File: src/rtl/eth_pkt_mon.sv
`default_nettype none
// ============================================================================
// Module   : eth_pkt_mon
// Brief    : Per-port packet framing monitor (length, XOR signature, counts,
//            framing errors). Optional length check: ETH_PKT_MON_LEN_CHK_EN.
// Revision : 1.0 - initial release
// ============================================================================
module eth_pkt_mon #(
    parameter int NUM_PORTS = 2,
    parameter int DATA_W    = 32,
    parameter int LEN_W     = 16,
    parameter int CNT_W     = 32,
    parameter int MIN_WORDS = 2,
    parameter int MAX_WORDS = 384
) (
    input  logic                        clk,
    input  logic                        resetN,
    input  logic                        clr,
    input  logic [NUM_PORTS*DATA_W-1:0] data,
    input  logic [NUM_PORTS-1:0]        sop,
    input  logic [NUM_PORTS-1:0]        eop,
    input  logic [NUM_PORTS-1:0]        stall,
    output logic [NUM_PORTS-1:0]        done,
    output logic [NUM_PORTS*LEN_W-1:0]  len,
    output logic [NUM_PORTS*DATA_W-1:0] sig,
    output logic [NUM_PORTS-1:0]        err,
    output logic [NUM_PORTS*2-1:0]      err_code,
    output logic [NUM_PORTS*CNT_W-1:0]  pkt_cnt,
    output logic [NUM_PORTS*CNT_W-1:0]  err_cnt
);

    typedef enum logic [0:0] {
        IDLE   = 1'b0,
        IN_PKT = 1'b1
    } state_t;

    localparam logic [1:0] c_EOP_NO_SOP = 2'b01;
    localparam logic [1:0] c_SOP_IN_PKT = 2'b10;
    localparam logic [1:0] c_LEN_VIOL   = 2'b11;

`ifndef ETH_PKT_MON_LEN_CHK_EN
    logic [63:0] w_unusedLenParams;
    assign w_unusedLenParams = {32'(MIN_WORDS), 32'(MAX_WORDS)};
`endif

    for (genvar gi = 0; gi < NUM_PORTS; gi++) begin : g_port
        logic [DATA_W-1:0] w_data;
        state_t            r_state;
        state_t            w_nextState;
        logic [LEN_W-1:0]  r_accLen;
        logic [LEN_W-1:0]  w_accLen;
        logic [LEN_W-1:0]  w_lenInc;
        logic [LEN_W-1:0]  w_finLen;
        logic [DATA_W-1:0] r_accSig;
        logic [DATA_W-1:0] w_accSig;
        logic [DATA_W-1:0] w_finSig;
        logic              w_done;
        logic              w_err;
        logic [1:0]        w_code;
        logic              r_done;
        logic              r_err;
        logic [1:0]        r_errCode;
        logic [LEN_W-1:0]  r_len;
        logic [DATA_W-1:0] r_sig;
        logic [CNT_W-1:0]  r_pktCnt;
        logic [CNT_W-1:0]  r_errCnt;

        assign w_data   = data[gi*DATA_W +: DATA_W];
        assign w_lenInc = (r_accLen == {LEN_W{1'b1}}) ? r_accLen : r_accLen + LEN_W'(1);

        always_comb begin
            w_nextState = r_state;
            w_accLen    = r_accLen;
            w_accSig    = r_accSig;
            w_finLen    = r_accLen;
            w_finSig    = r_accSig;
            w_done      = 1'b0;
            w_err       = 1'b0;
            w_code      = r_errCode;
            if (!stall[gi]) begin
                case (r_state)
                    IDLE: begin
                        if (sop[gi]) begin
                            w_accLen = LEN_W'(1);
                            w_accSig = w_data;
                            if (eop[gi]) begin
                                w_done   = 1'b1;
                                w_finLen = LEN_W'(1);
                                w_finSig = w_data;
                            end else begin
                                w_nextState = IN_PKT;
                            end
                        end else if (eop[gi]) begin
                            w_err  = 1'b1;
                            w_code = c_EOP_NO_SOP;
                        end
                    end
                    IN_PKT: begin
                        if (sop[gi]) begin
                            // Abandon the open packet and restart from this word
                            w_err    = 1'b1;
                            w_code   = c_SOP_IN_PKT;
                            w_accLen = LEN_W'(1);
                            w_accSig = w_data;
                            if (eop[gi]) begin
                                w_done      = 1'b1;
                                w_finLen    = LEN_W'(1);
                                w_finSig    = w_data;
                                w_nextState = IDLE;
                            end
                        end else begin
                            w_accLen = w_lenInc;
                            w_accSig = r_accSig ^ w_data;
                            if (eop[gi]) begin
                                w_done      = 1'b1;
                                w_finLen    = w_lenInc;
                                w_finSig    = r_accSig ^ w_data;
                                w_nextState = IDLE;
                            end
                        end
                    end
                    default: w_nextState = IDLE;
                endcase
`ifdef ETH_PKT_MON_LEN_CHK_EN
                if (w_done && !w_err &&
                    ((w_finLen < LEN_W'(MIN_WORDS)) || (w_finLen > LEN_W'(MAX_WORDS)))) begin
                    w_err  = 1'b1;
                    w_code = c_LEN_VIOL;
                end
`endif
            end
        end

        always_ff @(posedge clk or negedge resetN) begin
            if (!resetN) begin
                r_state   <= IDLE;
                r_accLen  <= '0;
                r_accSig  <= '0;
                r_done    <= 1'b0;
                r_err     <= 1'b0;
                r_errCode <= 2'b00;
                r_len     <= '0;
                r_sig     <= '0;
                r_pktCnt  <= '0;
                r_errCnt  <= '0;
            end else begin
                r_state  <= w_nextState;
                r_accLen <= w_accLen;
                r_accSig <= w_accSig;
                r_done   <= w_done;
                r_err    <= w_err;
                if (w_done) begin
                    r_len <= w_finLen;
                    r_sig <= w_finSig;
                end
                if (w_err) begin
                    r_errCode <= w_code;
                end
                // Clear wins over a same-cycle increment
                if (clr) begin
                    r_pktCnt <= '0;
                    r_errCnt <= '0;
                end else begin
                    if (w_done) r_pktCnt <= r_pktCnt + CNT_W'(1);
                    if (w_err)  r_errCnt <= r_errCnt + CNT_W'(1);
                end
            end
        end

        assign done[gi]                    = r_done;
        assign err[gi]                     = r_err;
        assign err_code[gi*2 +: 2]         = r_errCode;
        assign len[gi*LEN_W +: LEN_W]      = r_len;
        assign sig[gi*DATA_W +: DATA_W]    = r_sig;
        assign pkt_cnt[gi*CNT_W +: CNT_W]  = r_pktCnt;
        assign err_cnt[gi*CNT_W +: CNT_W]  = r_errCnt;
    end

endmodule
`default_nettype wire

File: config.mk
export PLATFORM = sky130hd
export DESIGN_NAME = eth_pkt_mon
export DESIGN_NICKNAME = d
export VERILOG_FILES = /design/src/rtl/eth_pkt_mon.sv
export SDC_FILE = /design/constraint.sdc
export NUM_CORES = 1
export LEC_CHECK = 0
export BUFFER_PORTS_ARGS = -buffer_cell sky130_fd_sc_hd__buf_2
export CAP_MARGIN = 10
export CORE_MARGIN = 3
export CORE_UTILIZATION = 30
export DETAILED_ROUTE_END_ITERATION = 8
export GPL_TIMING_DRIVEN = 1
export SYNTH_ARGS = -nofsm -noshare
export SYNTH_HDL_FRONTEND = slang
export SYNTH_SLANG_ARGS = --single-unit
File: constraint.sdc
create_clock -name clk -period 2.9 [get_ports clk]
set_input_delay 0.435 -clock clk [delete_from_list [all_inputs] [get_ports clk]]
set_output_delay 0.435 -clock clk [all_outputs]
set_load 0.05 [all_outputs]
==> results.toml <==
[logic_synthesis]
async_flop_share_pct = 100.0
synth-seq-cells = 330
yosysWarnings = 0
avgSynthCellArea_um2 = 8.940
ys_seq_area_share_pct = 49.03
yosys_most_used_dff = "dfrtp_1"
synth_edf_count = 0
synth_area_um2 = 16840
synth_nets = 1963
synth_cells = 1884
synth_cell_types = 69

[pwr]
p_comb_share_pct = 21.3
finalPower_w = 0.01347
p_seq_share_pct = 40.9
total_leakage_power_nw = 9.029
p_int_w = 0.009013
pwr-share-clk_pct = 37.8
power.density_nw_per_um2 = 655.6
vdd.ir_drop.worst_mv = 0.4466
p_sw_w = 0.004456
sw_frac_of_total_pct = 33.08

[global_route]
first_global_vias = 14480
grt_first_pass_wirelength_mm = 77.96
groute.usage.overall_pct = 15.94
grt_max_degree = 100
grt_overflow = 0
antenna_found_initial = 4

[detailed_routing]
route.detailed.drc = 0
wirelength_mm = 47.53
wl_per_cell_um = 16.21
drt_iter0_markers = 838
firstDrtPassIters = 5
vias = 14600
ant_nets = 0
vias_per_cell = 4.978

[clocking]
path_clk_slew_ns = 0.06
clk_latency_ns = 0.56
hold_buffers = 1
cts_buffer_depth = 3
cts.sinks = 330
h-tree-depth = 2
cts_buffers = 42
cts_resized = 0
cts_root_buffer = "clkbuf_16"
cts_tree = "yes"
postCtsSetupBuffers = 0

[sta]
setup_viol = 0
maxSlewViolCount = 0
post-route-min-period_ns = 2.522
finalHoldViolCount = 0
slew-limit-headroom_pct = 34.67
fin_skew_ns = 0.02202
fmax_mhz = 396.5
fin_tns_setup_ns = 0
fin_crit_sh_pct = 86.97
tightestPinTransition_ns = 0.9800
rsz0062_at_grt = "false"

[layout]
fillers = 5644
fin_nets = 2232
drive_gt1_share_pct = 19.73
final_core_util_pct = 37.14
area_growth_syn_to_layout_pct = 21.97

[setup_path]
critical_path_required_ns = 3.34
critPathLaunchType = "flop"
worstSetupPathType = "flop to flop"
cp-end-kind = "flop"
crit_arrival_ns = 2.96
critical_path.max_fanout = 10

[floorplan]
boundaryPins = 305
start_util_pct = 30.45
fp.dieW_um = 242.9
dieArea_um2 = 59020
chipHeight_um = 242.9
core-area_um2 = 55310
row_count = 86

[worst_hold_path]
hold_class = "primary input to flop"

[place]
dp_hpwl_mm = 32.87
port_buffers = 304
globalplace.congestion = 0.8565

[run]
maxCapViolCount = 0

[status]
status = "complete, no violations"
## layout by cell type (no fill, tap or decap), types with 42 or more instances in the layout
cell	instances
a21oi_1	145
buf_2	302
clkbuf_16	42
dfrtp_1	329
inv_1	61
nand2_1	172
nand3_1	57
nand4_1	50
nor2_1	217
o21ai_0	222
xnor2_1	126
xor2_1	61
## critical path, cell delays in order (launching register included)
cell,delay [ns]
dfrtp_1,0.48
ha_1,0.38
inv_1,0.12
or4_1,0.74
a311o_1,0.42
a21oi_1,0.20
nor2_1,0.07
## per-layer routing
metal,GRT usage [%],part of all wire [%],vias up
met2,25.85,47,386
met3,4.629,7.6,62
li1,-,-,7015
met5,0,0.076,-
met4,4.359,1.9,6
met1,20.80,44,7132
## final cells by class
class                      instances  area (um2)  share of cell area (%)
clock buffer                      61        1182                   5.755
clock inverter                    14       146.4                  0.7126
inverter                          62       232.7                   1.133
sequential                       330        8259                   40.20
antenna                            1       2.502                 0.01218
timing repair buffer             341        1889                   9.197
multi-input combinational       1376        7895                   38.43
tap                              748       935.9                   4.556
## cells by family after synthesis
group,after synthesis,share of synthesized area [%]
and+or+nand+nor,719,20.75
AOI/OAI and AO/OA,452,15.11
DFF,330,49.03
buffers and inverters,178,4.212
xor gates and xnor gates,187,9.724
adders and majority gates,6,0.4457
muxes,12,0.7280
## path summary, 6_finish.rpt
kind,to,from,slack [ns],cells past startpoint
worst max register to register,g_port[1].r_accLen[12],g_port[1].r_accLen[0],0.38,6
max in group asynchronous,g_port[0].r_state,resetN,1.57,3
worst min register to register,g_port[1].r_len[8],g_port[1].r_len[8],0.47,2
min in group asynchronous,g_port[1].r_accLen[0],resetN,0.44,2
worst max-delay path,g_port[1].r_accLen[12],g_port[1].r_accLen[0],0.38,6
worst min-delay path,g_port[1].r_accSig[29],data[61],0.14,2
## synth_stat cells, types with 38 or more instances
cell      count  share of area [%]
inv_1        61                1.4
nand4_1      50                1.9
dfrtp_1     330                 49
nand3_1      57                1.7
nand2_1     172                3.8
nor4_1       38                1.4
clkbuf_1     98                2.2
a21oi_1     145                4.3
nor2_1      218                4.9
xnor2_1     126                6.6
xor2_1       61                3.2
o21ai_0     222                6.6
## sequential cells by signal (all words and copies together), names as in the netlist, 4 cells and up
signal,cells
g_port.r_accSig,64
g_port.r_errCnt,64
g_port.r_pktCnt,64
g_port.r_sig,64
g_port.r_accLen,32
g_port.r_len,32
g_port.r_errCode,4
## power groups by stage
stage               clock [W]  combinational, W  sequential [W]
detailed placement          0           0.00289         0.00558
finish                0.00510           0.00286         0.00551
global route          0.00551           0.00312         0.00558
global placement            0           0.00283         0.00556
floorplan                   0           0.00117         0.00645
CTS                   0.00529           0.00290         0.00551
## per-stage QoR
stage | area, um2 | setup slack [ns] | cells | hold WS [ns]
after floorplan | 16840 | 0.3942 | 1884 | 0.1394
after global placement | 19200 | 0.5267 | 2856 | 0.4527
after detailed placement | 19200 | 0.4212 | 2856 | 0.4492
after CTS | 20540 | 0.4117 | 2932 | 0.09945
after global routing | 20540 | 0.2438 | 2933 | 0.1175
final | 20540 | 0.3779 | 2933 | 0.1362
No activity file was read; power rests on OpenSTA's default activity.
